## src/rtl/sca_ch_enable_sequencer_pkg.sv

```systemverilog
// sca_ch_enable_sequencer_pkg: shared constants and FSM state type for the channel enable sequencer
package sca_ch_enable_sequencer_pkg;
    localparam int ADDR_W = 2;
    localparam int DATA_W = 8;
    localparam logic [ADDR_W-1:0] STATUS_ADDR = 2'd3;
    localparam int MIN_STAGGER = 4;
    typedef enum logic {IDLE, WAIT} seq_state_t;
endpackage

```

## src/rtl/sca_lowest_one_sel.sv

```systemverilog
// sca_lowest_one_sel: one-hot of the lowest set request bit plus any-valid flag
module sca_lowest_one_sel #(
    parameter int N_CH = 22
) (
    input  logic [N_CH-1:0] req,
    output logic [N_CH-1:0] onehot,
    output logic            any
);
    assign onehot = req & (~req + N_CH'(1));
    assign any = |req;
endmodule

```

## src/rtl/sca_ch_enable_sequencer.sv

```systemverilog
// sca_ch_enable_sequencer: register-controlled channel enable mask with staggered enables and immediate disables
module sca_ch_enable_sequencer
    import sca_ch_enable_sequencer_pkg::*;
#(
    parameter int N_CH = 22,
    parameter int STAGGER = 4
) (
    input  logic              clk,
    input  logic              resetB,
    input  logic              cmd_valid,
    output logic              cmd_ready,
    input  logic              cmd_write,
    input  logic [ADDR_W-1:0] cmd_addr,
    input  logic [DATA_W-1:0] cmd_wdata,
    output logic              rsp_valid,
    input  logic              rsp_ready,
    output logic [DATA_W-1:0] rsp_rdata,
    output logic              rsp_err,
    input  logic              force_off,
    output logic [N_CH-1:0]   ch_enable,
    output logic              busy
);
    localparam int CNT_W = $clog2(STAGGER);

    generate
        if (STAGGER < MIN_STAGGER || N_CH < 1 || N_CH > 24) begin : g_bad_params
            $error("sca_ch_enable_sequencer: STAGGER must be >= MIN_STAGGER and N_CH in 1..24");
        end
    endgenerate

    seq_state_t       state;
    logic [CNT_W-1:0] cnt;
    logic [N_CH-1:0]  tgt, tgt_next, pend, onehot;
    logic [23:0]      tgt_w;
    logic [4:0]       sh;
    logic             pend_any, accept, wr_ok;

    assign tgt_w = 24'(tgt);
    assign sh = {cmd_addr, 3'b000};
    assign cmd_ready = ~rsp_valid;
    assign accept = cmd_valid & ~rsp_valid;
    assign wr_ok = accept & cmd_write & (cmd_addr != STATUS_ADDR) & ~force_off;
    assign tgt_next = force_off ? '0 :
                      wr_ok ? N_CH'((tgt_w & ~(24'hFF << sh)) | (24'(cmd_wdata) << sh)) : tgt;
    assign pend = tgt & ~ch_enable;
    assign busy = (state == WAIT) | pend_any;

    sca_lowest_one_sel #(.N_CH(N_CH)) u_sel (
        .req(pend),
        .onehot(onehot),
        .any(pend_any)
    );

    // Target mask and single-entry command response register
    always_ff @(posedge clk or negedge resetB) begin
        if (!resetB) begin
            tgt <= '0;
            rsp_valid <= 1'b0;
            rsp_rdata <= '0;
            rsp_err <= 1'b0;
        end else begin
            tgt <= tgt_next;
            if (accept) begin
                rsp_valid <= 1'b1;
                rsp_rdata <= cmd_write ? '0 :
                             (cmd_addr == STATUS_ADDR) ? {6'b0, force_off, busy} : 8'(tgt_w >> sh);
                rsp_err <= cmd_write & ((cmd_addr == STATUS_ADDR) | force_off);
            end else if (rsp_ready) begin
                rsp_valid <= 1'b0;
            end
        end
    end

    // Stagger FSM: enable one pending channel, then hold off STAGGER cycles; disables apply at once
    always_ff @(posedge clk or negedge resetB) begin
        if (!resetB) begin
            state <= IDLE;
            cnt <= '0;
            ch_enable <= '0;
        end else if (force_off) begin
            state <= IDLE;
            cnt <= '0;
            ch_enable <= '0;
        end else begin
            ch_enable <= (ch_enable | ((state == IDLE) ? onehot : '0)) & tgt_next;
            if (state == IDLE && pend_any) begin
                state <= WAIT;
                cnt <= CNT_W'(STAGGER - 1);
            end else if (state == WAIT) begin
                cnt <= cnt - CNT_W'(1);
                if (cnt == CNT_W'(1)) state <= IDLE;
            end
        end
    end
endmodule

```

## config.mk

```make
export PLATFORM = sky130hd
export DESIGN_NAME = sca_ch_enable_sequencer
export DESIGN_NICKNAME = d
export VERILOG_FILES = /design/src/rtl/sca_ch_enable_sequencer_pkg.sv /design/src/rtl/sca_lowest_one_sel.sv /design/src/rtl/sca_ch_enable_sequencer.sv
export SDC_FILE = /design/constraint.sdc
export NUM_CORES = 1
export LEC_CHECK = 0
export ABC_AREA = 1
export ABC_CLOCK_PERIOD_IN_PS = 2500
export CORE_MARGIN = 3
export CORE_UTILIZATION = 54
export CTS_BUF_LIST = sky130_fd_sc_hd__clkbuf_16
export DETAILED_ROUTE_END_ITERATION = 8
export PLACE_DENSITY = 0.83
export SETUP_SLACK_MARGIN = 0.5
export SKIP_LAST_GASP = 1
export SYNTH_ARGS = -nofsm -noshare
export SYNTH_HDL_FRONTEND = slang
export SYNTH_HIERARCHICAL = 1
export SYNTH_SLANG_ARGS = --single-unit
```

## constraint.sdc

```tcl
create_clock -name clk -period 2.5 [get_ports clk]
set_input_delay 0.375 -clock clk [delete_from_list [all_inputs] [get_ports clk]]
set_output_delay 0.375 -clock clk [all_outputs]
set_load 0.05 [all_outputs]
```

==> impl_metrics.tcl, run 1 <==
set metrics [dict create \
    chipHeight_um 85.7 \
    core_region_area_um2 6030 \
    area_growth_syn_to_layout_pct 31.8 \
    timing.setup.critical_path_class "flop to primary output" \
    number_of_global_route_vias_before_repair 3563 \
    worstSetupEndpointType "primary output" \
    placement.setup.worst_slack_ps 437 \
    cts_tree "done" \
    antenna_violations_before_repair 0 \
    grt_start_max_net_pins 26 \
    power_per_cell_area_nw_per_um2 584 \
    cts.htree.levels 3 \
    crit_required_ps 2120 \
    number_of_optimization_iterations_in_the_first_detailed_route_pass 5 \
    arrival_ps 1820 \
    fin_worst_skew_ps 6.44 \
    via_per_inst 5.64 \
    synth_edf_count 0 \
    netlist_instances 504 \
    startpoint "tgt[0]" \
    postSynthAreaPerCell_um2 6.81 \
    yosys_warns 6 \
    layout_setup_ws_ps 303 \
    globalRouteOverflowTotal 0 \
    die_w_um 85.7 \
    timing_max_transition_violations_final 0 \
    global_route_layer_with_the_greatest_usage "met2" \
    rsz0062_at_grt "true" \
    wl_per_cell_um 16.1 \
    postPlaceCellArea_um2 3930 \
    setup.worst_path.start_class "flop" \
    worst_ir_drop_vdd_v 0.000553 \
    synthesis.area_um2 3430 \
    design.final.nets 605 \
    final_hold_viol_count 0 \
    timing.rr.start "tgt[6]" \
    routing_usage_on_met3 0.0557 \
    min_period_ps 2200 \
    cap_viol_max_count 0 \
    clkSinkCount 57 \
    syn-num-nets 521 \
    first_pass_grt_wire_length_um 16700 \
    core.rowCount 28 \
    fmaxAchievable_mhz 455 \
    slew_headroom 0.398 \
    globalRouteMet1Util 0.373 \
    detail_placement_hpwl_um 6580 \
    detailedRoute.firstIterationViolations 551 \
    clkSlewWorstSetupHoldPaths_ps 50 \
    antenna_cells 0 \
    p_total_mw 2.64 \
    hold_path_startpoint "rsp_rdata[2]" \
    numPortBuffers 49 \
    transition_time_at_the_pin_with_the_least_slew_margin_ps 902 \
    detailed_route_drc_error_count 0 \
    cts.root.buffer_cell "sky130_fd_sc_hd__clkbuf_16" \
    synth-seq-area-share 0.416 \
    finalCritPeriodShare 0.879 \
    via_count 3759 \
    drive_above_1_share 0.193 \
    design_area_um2 4520 \
    grt_use_total 0.296 \
    final_antenna_violating_net_count 0 \
    route.final.wire_length_um 10800 \
    postLayoutCoreUtil 0.751 \
    timing.reg2reg.setup_slack_ps 370 \
    clk_path_buf_depth 2 \
    post_synth_num_cell_types 26 \
    setup-tns-final_ps 0 \
    ioPinCount 50 \
    grt_use_met2 0.476 \
    cts_inserted_buffers 9 \
    outcome "finished clean" \
    gp_routability_congestion 0.933 \
    worst-path-max-fanout 3 \
    synth.ff_latch_count 57 \
    initial_core_util 0.569 \
    worstHoldPathType "flop to flop" \
    setup_viol 0 \
    clk_latency_ps 330 \
    design.die.area_um2 7350 \
    cellLeakagePower_nw 2.30 \
    final.fill_count 435 \
    synth_flop_cell "sky130_fd_sc_hd__dfrtp_1" \
    ys_async_sr_fraction 1.00 \
]
critical path, cell delays in order, from the launching register on:
cell and delay (ps):
sky130_fd_sc_hd__dfrtp_1 400, sky130_fd_sc_hd__inv_2 90, sky130_fd_sc_hd__nor2_4 50, sky130_fd_sc_hd__nor2_4 150, sky130_fd_sc_hd__nand2_2 100, sky130_fd_sc_hd__nor2_4 180
sky130_fd_sc_hd__nand4_1 160, sky130_fd_sc_hd__nor2_2 160, sky130_fd_sc_hd__inv_2 60, sky130_fd_sc_hd__buf_8 150
flip-flops by register name (all words and copies together), names as in the netlist:
| signal | count |
|---|---|
| rsp_err | 1 |
| rsp_rdata | 8 |
| cnt | 2 |
| state | 1 |
| rsp_valid | 1 |
| ch_enable | 22 |
| tgt | 22 |
Yosys cell counts, types with 3 or more instances:
| cell | number | area share |
|---|---|---|
| sky130_fd_sc_hd__nand2_2 | 3 | 0.0055 |
| sky130_fd_sc_hd__buf_4 | 4 | 0.0088 |
| sky130_fd_sc_hd__o21ai_0 | 26 | 0.038 |
| sky130_fd_sc_hd__inv_2 | 4 | 0.0044 |
| sky130_fd_sc_hd__inv_1 | 81 | 0.089 |
| sky130_fd_sc_hd__nor3_1 | 4 | 0.0058 |
| sky130_fd_sc_hd__clkbuf_1 | 5 | 0.0055 |
| sky130_fd_sc_hd__o21ai_1 | 12 | 0.018 |
| sky130_fd_sc_hd__nand3_1 | 42 | 0.061 |
| sky130_fd_sc_hd__nor2_1 | 108 | 0.12 |
| sky130_fd_sc_hd__a21oi_1 | 29 | 0.042 |
| sky130_fd_sc_hd__buf_6 | 8 | 0.026 |
| sky130_fd_sc_hd__buf_2 | 3 | 0.0044 |
| sky130_fd_sc_hd__nor2_2 | 4 | 0.0073 |
| sky130_fd_sc_hd__nand2_1 | 100 | 0.11 |
| sky130_fd_sc_hd__dfrtp_1 | 57 | 0.42 |
where the power goes:
part / internal, mW / total (mW) / leakage [nW] / switching (mW)
logic: 0.212 / 0.619 / 1.40 / 0.407
clock network: 0.640 / 1.04 / 0.132 / 0.399
registers: 0.961 / 0.986 / 0.768 / 0.0251
total: 1.81 / 2.64 / 2.30 / 0.830
path summary, 6_finish.rpt:
| check | depth (start not counted) | end |
|---|---|---|
| max in group asynchronous | 3 | ch_enable[7] |
| min in group asynchronous | 2 | rsp_valid |
| setup / recovery | 9 | busy |
| hold / removal | 2 | rsp_rdata[2] |
| setup reg to reg | 15 | ch_enable[15] |
| hold reg to reg | 2 | rsp_rdata[2] |
placed cells by master (no fill, tap or decap), types with 4 or more instances in the layout:
master and instances:
sky130_fd_sc_hd__nor3_1 4, sky130_fd_sc_hd__a21oi_1 29, sky130_fd_sc_hd__nor2_2 9, sky130_fd_sc_hd__nand2_1 98, sky130_fd_sc_hd__inv_2 22, sky130_fd_sc_hd__o21ai_1 12, sky130_fd_sc_hd__nor2_4 9, sky130_fd_sc_hd__dfrtp_1 48
sky130_fd_sc_hd__nand2_2 5, sky130_fd_sc_hd__clkdlybuf4s50_1 46, sky130_fd_sc_hd__inv_1 66, sky130_fd_sc_hd__o21ai_0 26, sky130_fd_sc_hd__clkbuf_16 9, sky130_fd_sc_hd__dfrtp_2 9, sky130_fd_sc_hd__buf_4 43, sky130_fd_sc_hd__nand3_1 42
sky130_fd_sc_hd__nor2_1 96
cell type report:
cell class | instances | area, um2 | area share
multi-input cells | 342 | 1600 | 0.354
flip-flops and latches | 57 | 1440 | 0.318
repair buffers | 93 | 826 | 0.183
inverters | 85 | 319 | 0.0705
clock buffers | 9 | 225 | 0.0498
well taps | 75 | 93.8 | 0.0207
clock inverters | 5 | 20.0 | 0.00443
cell families (layout without fill, tap and decap cells):
logic type | Yosys count | after routing | synth area share
AOI/OAI and AO/OA | 70 | 70 | 0.105
adders and majority gates | 1 | 1 | 0.00365
buffers and inverters | 105 | 192 | 0.138
and+or+nand+nor | 271 | 271 | 0.338
DFF | 57 | 57 | 0.416
metrics by stage:
step,hold WS (ps),std cells
floorplan,79.4,504
global placement,333,616
detailed placement,337,616
CTS,479,660
global route,489,666
finish,484,666
layer usage:
metal,part of all wire,up-vias
li1,-,1722
met1,0.38,1716
met2,0.47,270
met3,0.11,51
met4,0.042,0
met5,0,-
what timing repair did:
action                                  CTS  global route
gates cloned                              0             0
gates resized for setup                  28            14
endpoints found under the setup margin    1             9
hold buffers                              1             0
pin swaps                                14             8
hold endpoints to repair                  1             0
buffers inserted                         29             6
Note: power is estimated with default switching activity, not from simulation.
==> run 2: changes to the inputs <==
- CORE_MARGIN: 3 -> 2
- CORE_UTILIZATION: 54 -> 45
- PLACE_DENSITY: 0.83 -> 0.72
==> impl_metrics.tcl, run 2 (synthesis gave the netlist of run 1 again) <==
set metrics [dict create \
    placedCellCount 639 \
    initial_core_util 0.468 \
    design.die.area_um2 8340 \
    path_cells "inv_2 > nor2_4 > nor2_2 > nand2_2 > nor2_4 > nand4_1 > nor2_2 > inv_2 > buf_8" \
    route.final.wire_length_um 10600 \
    cts.root.buffer_cell "sky130_fd_sc_hd__clkbuf_16" \
    arrival_ps 1760 \
    area_growth_syn_to_layout_pct 34.8 \
    chipHeight_um 91.3 \
    most-common-layout-cells "97 x sky130_fd_sc_hd__nand2_1, 90 x sky130_fd_sc_hd__nor2_1, 65 x sky130_fd_sc_hd__inv_1, 48 x sky130_fd_sc_hd__dfrtp_1, 47 x sky130_fd_sc_hd__clkdlybuf4s50_1" \
    via_count 3604 \
    worst-path-max-fanout 3 \
    cap_viol_max_count 0 \
    transition_time_at_the_pin_with_the_least_slew_margin_ps 903 \
    worst_path_max_delay_cell "sky130_fd_sc_hd__dfrtp_1" \
    via_per_inst 5.24 \
    setup-tns-final_ps 0 \
    placement.setup.worst_slack_ps 413 \
    number_of_optimization_iterations_in_the_first_detailed_route_pass 5 \
    worstSetupEndpointType "primary output" \
    cts.htree.levels 3 \
    detailed_route_drc_error_count 0 \
    cts_inserted_buffers 9 \
    die_w_um 91.3 \
    cts_tree "done" \
    fmaxAchievable_mhz 468 \
    finalCritPeriodShare 0.855 \
    final_antenna_violating_net_count 0 \
    design.final.nets 601 \
    timing.reg2reg.setup_slack_ps 470 \
    clk_latency_ps 330 \
    ioPinCount 50 \
    min_period_ps 2140 \
    layout_setup_ws_ps 363 \
    grt_start_max_net_pins 58 \
    antenna_cells 0 \
    timing.setup.critical_path_class "flop to primary output" \
    quantity_of_hold_fixing_buffers_added_after_cts 0 \
    crit_required_ps 2120 \
    drive_above_1_share 0.207 \
    core.rowCount 31 \
    final_hold_viol_count 0 \
    detail_placement_hpwl_um 6610 \
    timing_max_transition_violations_final 0 \
    clkSinkCount 57 \
    whs_ps 38.3 \
    layout.cells.most_common "sky130_fd_sc_hd__nand2_1" \
    slew_headroom 0.397 \
    numPortBuffers 49 \
    slowest_delay_ps 390 \
    worst_ir_drop_vdd_v 0.000407 \
    worstHoldPathType "input port to async pin" \
    outcome "finished clean" \
    final_cells 688 \
    postPlaceCellArea_um2 3960 \
    globalRouteOverflowTotal 0 \
    gp_routability_congestion 0.901 \
    setup.worst_path.start_class "flop" \
    first_pass_grt_wire_length_um 16500 \
    grt_use_total 0.255 \
    postLayoutCoreUtil 0.631 \
    power_per_cell_area_nw_per_um2 631 \
    wl_per_cell_um 15.3 \
    design_area_um2 4620 \
    detailedRoute.firstIterationViolations 321 \
    clk_path_buf_depth 2 \
    top_regs "ch_enable (22), tgt (22), rsp_rdata (8)" \
    clkSlewWorstSetupHoldPaths_ps 50 \
    p_total_mw 2.92 \
    antenna_violations_before_repair 0 \
    cellLeakagePower_nw 2.31 \
    number_of_global_route_vias_before_repair 3431 \
    fin_worst_skew_ps 4.25 \
    rsz0062_at_grt "true" \
    setup_viol 0 \
    core_region_area_um2 7330 \
]
-- run 2: cell count changes in the layout (fill, tap and decap cells not counted), sizes merged --
cell	delta
dlygate4sd3	-1
clkinvlp	+1
clkinv	+2
buf	-3
dlymetal6s2s	-1
clkdlybuf4s50	+1
inv	-3
bufinv	+2
-- run 2: area by class of cell --
class,instances,area [um2]
well taps,99,124
inverters,85,319
clock buffers,9,225
multi-input cells,342,1630
repair buffers,89,803
fillers,635,2710
clock inverters,7,85.1
flip-flops and latches,57,1440
-- run 2: where the power goes --
part           switching, mW  internal, mW
sequential            0.0244         0.960
clock                  0.431         0.860
combinational          0.410         0.234
total                  0.865          2.05
-- run 2: final timing paths --
path | startpoint | depth (start not counted) | end
setup / recovery | tgt[7] | 9 | busy
hold / removal | resetB | 2 | rsp_valid
min in group clk | cnt[0] | 1 | cnt[0]
hold reg to reg | cnt[0] | 1 | cnt[0]
setup reg to reg | tgt[7] | 15 | ch_enable[13]
max in group asynchronous | resetB | 2 | ch_enable[15]
-- run 2: repair_timing --
| action | CTS | global route |
|---|---|---|
| resized for setup | 15 | 33 |
| cloned | 0 | 0 |
| buffers inserted | 20 | 13 |
| setup endpoints to repair | 1 | 9 |
| pin swaps | 11 | 18 |
-- run 2: metal layers --
| layer | routed length [um] | track usage |
|---|---|---|
| met1 | 4360 | 0.322 |
| met3 | 814 | 0.0473 |
| met5 | 0 | 0 |
| met2 | 5040 | 0.417 |
| met4 | 342 | 0.129 |
-- run 2: worst max-delay path, delay by kind of cell (launching register included) --
| family | cells | cell delay (ps) |
|---|---|---|
| flops | 1 | 390 |
| buf+inv | 3 | 300 |
| simple gates | 6 | 750 |
==> run 3: changes to the inputs <==
- ABC_AREA: 1 -> default
- PLACE_DENSITY: 0.72 -> 0.74
==> impl_metrics.tcl, run 3 <==
set metrics [dict create \
    outcome "complete, but fails checks" \
    violations_in_the_final_reports "setup timing" \
    min_period_ps 2520 \
    quantity_of_hold_fixing_buffers_added_after_cts 0 \
    area_growth_syn_to_layout_pct 42.2 \
    grt_start_max_net_pins 30 \
    worst_path_max_delay_cell "sky130_fd_sc_hd__or4_4" \
    share_of_total_power_in_combinational_logic 0.155 \
    worst-path-max-fanout 2 \
    syn-num-nets 322 \
    worstSetupEndpointType "primary output" \
    cts_tree "done" \
    detail_placement_hpwl_um 6080 \
    r2r_cells 8 \
    final_cells 464 \
    synth_flop_cell "sky130_fd_sc_hd__dfrtp_1" \
    synth.ff_latch_count 57 \
    clkSinkCount 57 \
    cts.htree.levels 3 \
    first_pass_grt_wire_length_um 14100 \
    whs_ps 64.1 \
    clkSlewWorstSetupHoldPaths_ps 50 \
    top_regs "ch_enable (22), tgt (22), rsp_rdata (8)" \
    yosys_warns 6 \
    synthDominantAreaCellType "sky130_fd_sc_hd__dfrtp_1" \
    detailed_route_drc_error_count 0 \
    synthesis.area_um2 2930 \
    drive_above_1_share 0.248 \
    power.share.clock 0.461 \
    switching_share 0.267 \
    antenna_cells 0 \
    timing_max_transition_violations_final 0 \
    chipHeight_um 84.7 \
    ys_async_sr_fraction 1.00 \
    cts.root.buffer_cell "sky130_fd_sc_hd__clkbuf_16" \
    crit_required_ps 2120 \
    most-common-layout-cells "46 x sky130_fd_sc_hd__clkdlybuf4s50_1, 44 x sky130_fd_sc_hd__a21oi_1, 41 x sky130_fd_sc_hd__dfrtp_1, 34 x sky130_fd_sc_hd__buf_4, 22 x sky130_fd_sc_hd__nand3_1" \
    number_of_optimization_iterations_in_the_first_detailed_route_pass 5 \
    setup-tns-final_ps -20.9 \
    numPortBuffers 49 \
    path_cells "nor2b_4 > or4_4 > nor2_4 > nand4b_1 > or2_4 > buf_8" \
    ys_top_cells_by_area "sky130_fd_sc_hd__dfrtp_1 49%, sky130_fd_sc_hd__a21oi_1 7.5%, sky130_fd_sc_hd__a211oi_1 6.4%" \
    worstHoldPathType "input port to async pin" \
    worst_ir_drop_vdd_v 0.000437 \
    sequentialPowerShare 0.384 \
    setup_viol 1 \
    netlist_top_cells_count "57 x sky130_fd_sc_hd__dfrtp_1, 44 x sky130_fd_sc_hd__a21oi_1, 27 x sky130_fd_sc_hd__nor2b_1, 25 x sky130_fd_sc_hd__a211oi_1, 22 x sky130_fd_sc_hd__nand3_1" \
    fmaxAchievable_mhz 397 \
    route.final.wire_length_um 9110 \
    postSynthAreaPerCell_um2 9.61 \
    gp_routability_congestion 0.865 \
    ioPinCount 50 \
    p_int_mw 1.85 \
    clk_path_buf_depth 2 \
    arrival_ps 2150 \
    synth-seq-area-share 0.487 \
    final_antenna_violating_net_count 0 \
    postLayoutCoreUtil 0.660 \
    die_w_um 84.7 \
    timing.reg2reg.setup_slack_ps 110 \
    layout_setup_ws_ps -20.9 \
    clk_latency_ps 330 \
    globalRouteOverflowTotal 0 \
    finalCritPeriodShare 1.01 \
    final_hold_viol_count 0 \
    via_per_inst 6.17 \
    regToRegEndpoint "ch_enable[18]" \
    via_count 2862 \
    netlist.area_leader.share 0.487 \
    timing.rr.start "tgt[8]" \
    cts_inserted_buffers 9 \
    fin_worst_skew_ps 5.49 \
    cellLeakagePower_nw 1.73 \
    netlist_instances 305 \
    setup.worst_path.start_class "flop" \
    crit_path_buf_inv_count 1 \
    slew_headroom 0.446 \
    initial_core_util 0.464 \
    post_synth_num_cell_types 40 \
    layout.cells.most_common "sky130_fd_sc_hd__clkdlybuf4s50_1" \
    power_per_cell_area_nw_per_um2 605 \
    wl_per_cell_um 19.6 \
    placedCellCount 430 \
    antenna_violations_before_repair 0 \
    synth_most_common_cell "sky130_fd_sc_hd__dfrtp_1" \
    core_region_area_um2 6310 \
    slowest_delay_ps 560 \
    core.rowCount 29 \
    detailedRoute.firstIterationViolations 345 \
    total_switching_power_mw 0.674 \
    synth_edf_count 0 \
    timing.setup.critical_path_class "flop to primary output" \
    number_of_global_route_vias_before_repair 2681 \
    transition_time_at_the_pin_with_the_least_slew_margin_ps 830 \
    cap_viol_max_count 0 \
    design.final.nets 399 \
    crit_family "simple AND/OR/NAND/NOR gates" \
    grt_use_total 0.254 \
    design.die.area_um2 7170 \
    rsz0062_at_grt "true" \
]
run 3: logic make-up after synthesis:
group	Yosys count	share of synthesized area
simple gates	111	0.233
fa+ha+maj	1	0.00427
buf+inv	23	0.0359
compound gates	107	0.219
flops	57	0.487
mux	6	0.0205
run 3: timing repair:
action                     CTS  global route
setup buffers               12             6
resized for setup           14            25
hold endpoints to repair     0             0
pin swaps                   14            15
setup endpoints to repair   17            20
run 3: how the worst max path moves through the flow:
stage | from | to | slack, ps | cells after the start
after floorplan | ch_enable[8] | ch_enable[18] | 270 | 6
after global placement | tgt[11] | busy | 290 | 6
after detailed placement | tgt[3] | busy | 260 | 7
after CTS | tgt[11] | busy | 30 | 6
after global routing | tgt[8] | busy | -50 | 6
final | tgt[8] | busy | -20 | 6
run 3: layer usage:
metal / vias to the layer above / global-route usage / share of wire
li1: 1296 / - / -
met1: 1381 / 0.358 / 0.44
met2: 163 / 0.386 / 0.47
met3: 22 / 0.0423 / 0.067
met4: 0 / 0.113 / 0.029
met5: - / 0 / 0
run 3: power by group through the flow:
stage	logic [mW]	registers [mW]	clock network (mW)
finish	0.390	0.967	1.16
global route	0.413	0.970	1.22
CTS	0.356	0.965	1.17
detailed placement	0.328	0.980	0
global placement	0.324	0.980	0
floorplan	0.159	1.01	0
run 3: worst reg2reg max path: stages (launching register included):
cell and delay [ps]:
sky130_fd_sc_hd__dfrtp_1 390, sky130_fd_sc_hd__nor2b_4 130, sky130_fd_sc_hd__or4_4 560, sky130_fd_sc_hd__buf_4 150
sky130_fd_sc_hd__buf_6 110, sky130_fd_sc_hd__or4_4 450, sky130_fd_sc_hd__nor4b_2 230, sky130_fd_sc_hd__a21oi_1 90
sky130_fd_sc_hd__a211oi_1 190
run 3: final cells by class:
| class | count | area [um2] |
|---|---|---|
| fill | 504 | 2150 |
| multi-input combinational | 225 | 1560 |
| inverter | 4 | 15.0 |
| tap | 77 | 96.3 |
| clock buffer | 9 | 225 |
| sequential | 57 | 1450 |
| timing repair buffer | 85 | 771 |
| clock inverter | 7 | 53.8 |
run 3: metrics by stage:
stage	power, mW	area, um2	worst slack (ps)
2_1_floorplan	1.17	2970	272
3_3_place_gp	1.30	3590	289
3_5_place_dp	1.31	3590	265
4_1_cts	2.49	4020	25.5
5_1_grt	2.61	4170	-48.5
6_report	2.52	4170	-20.9
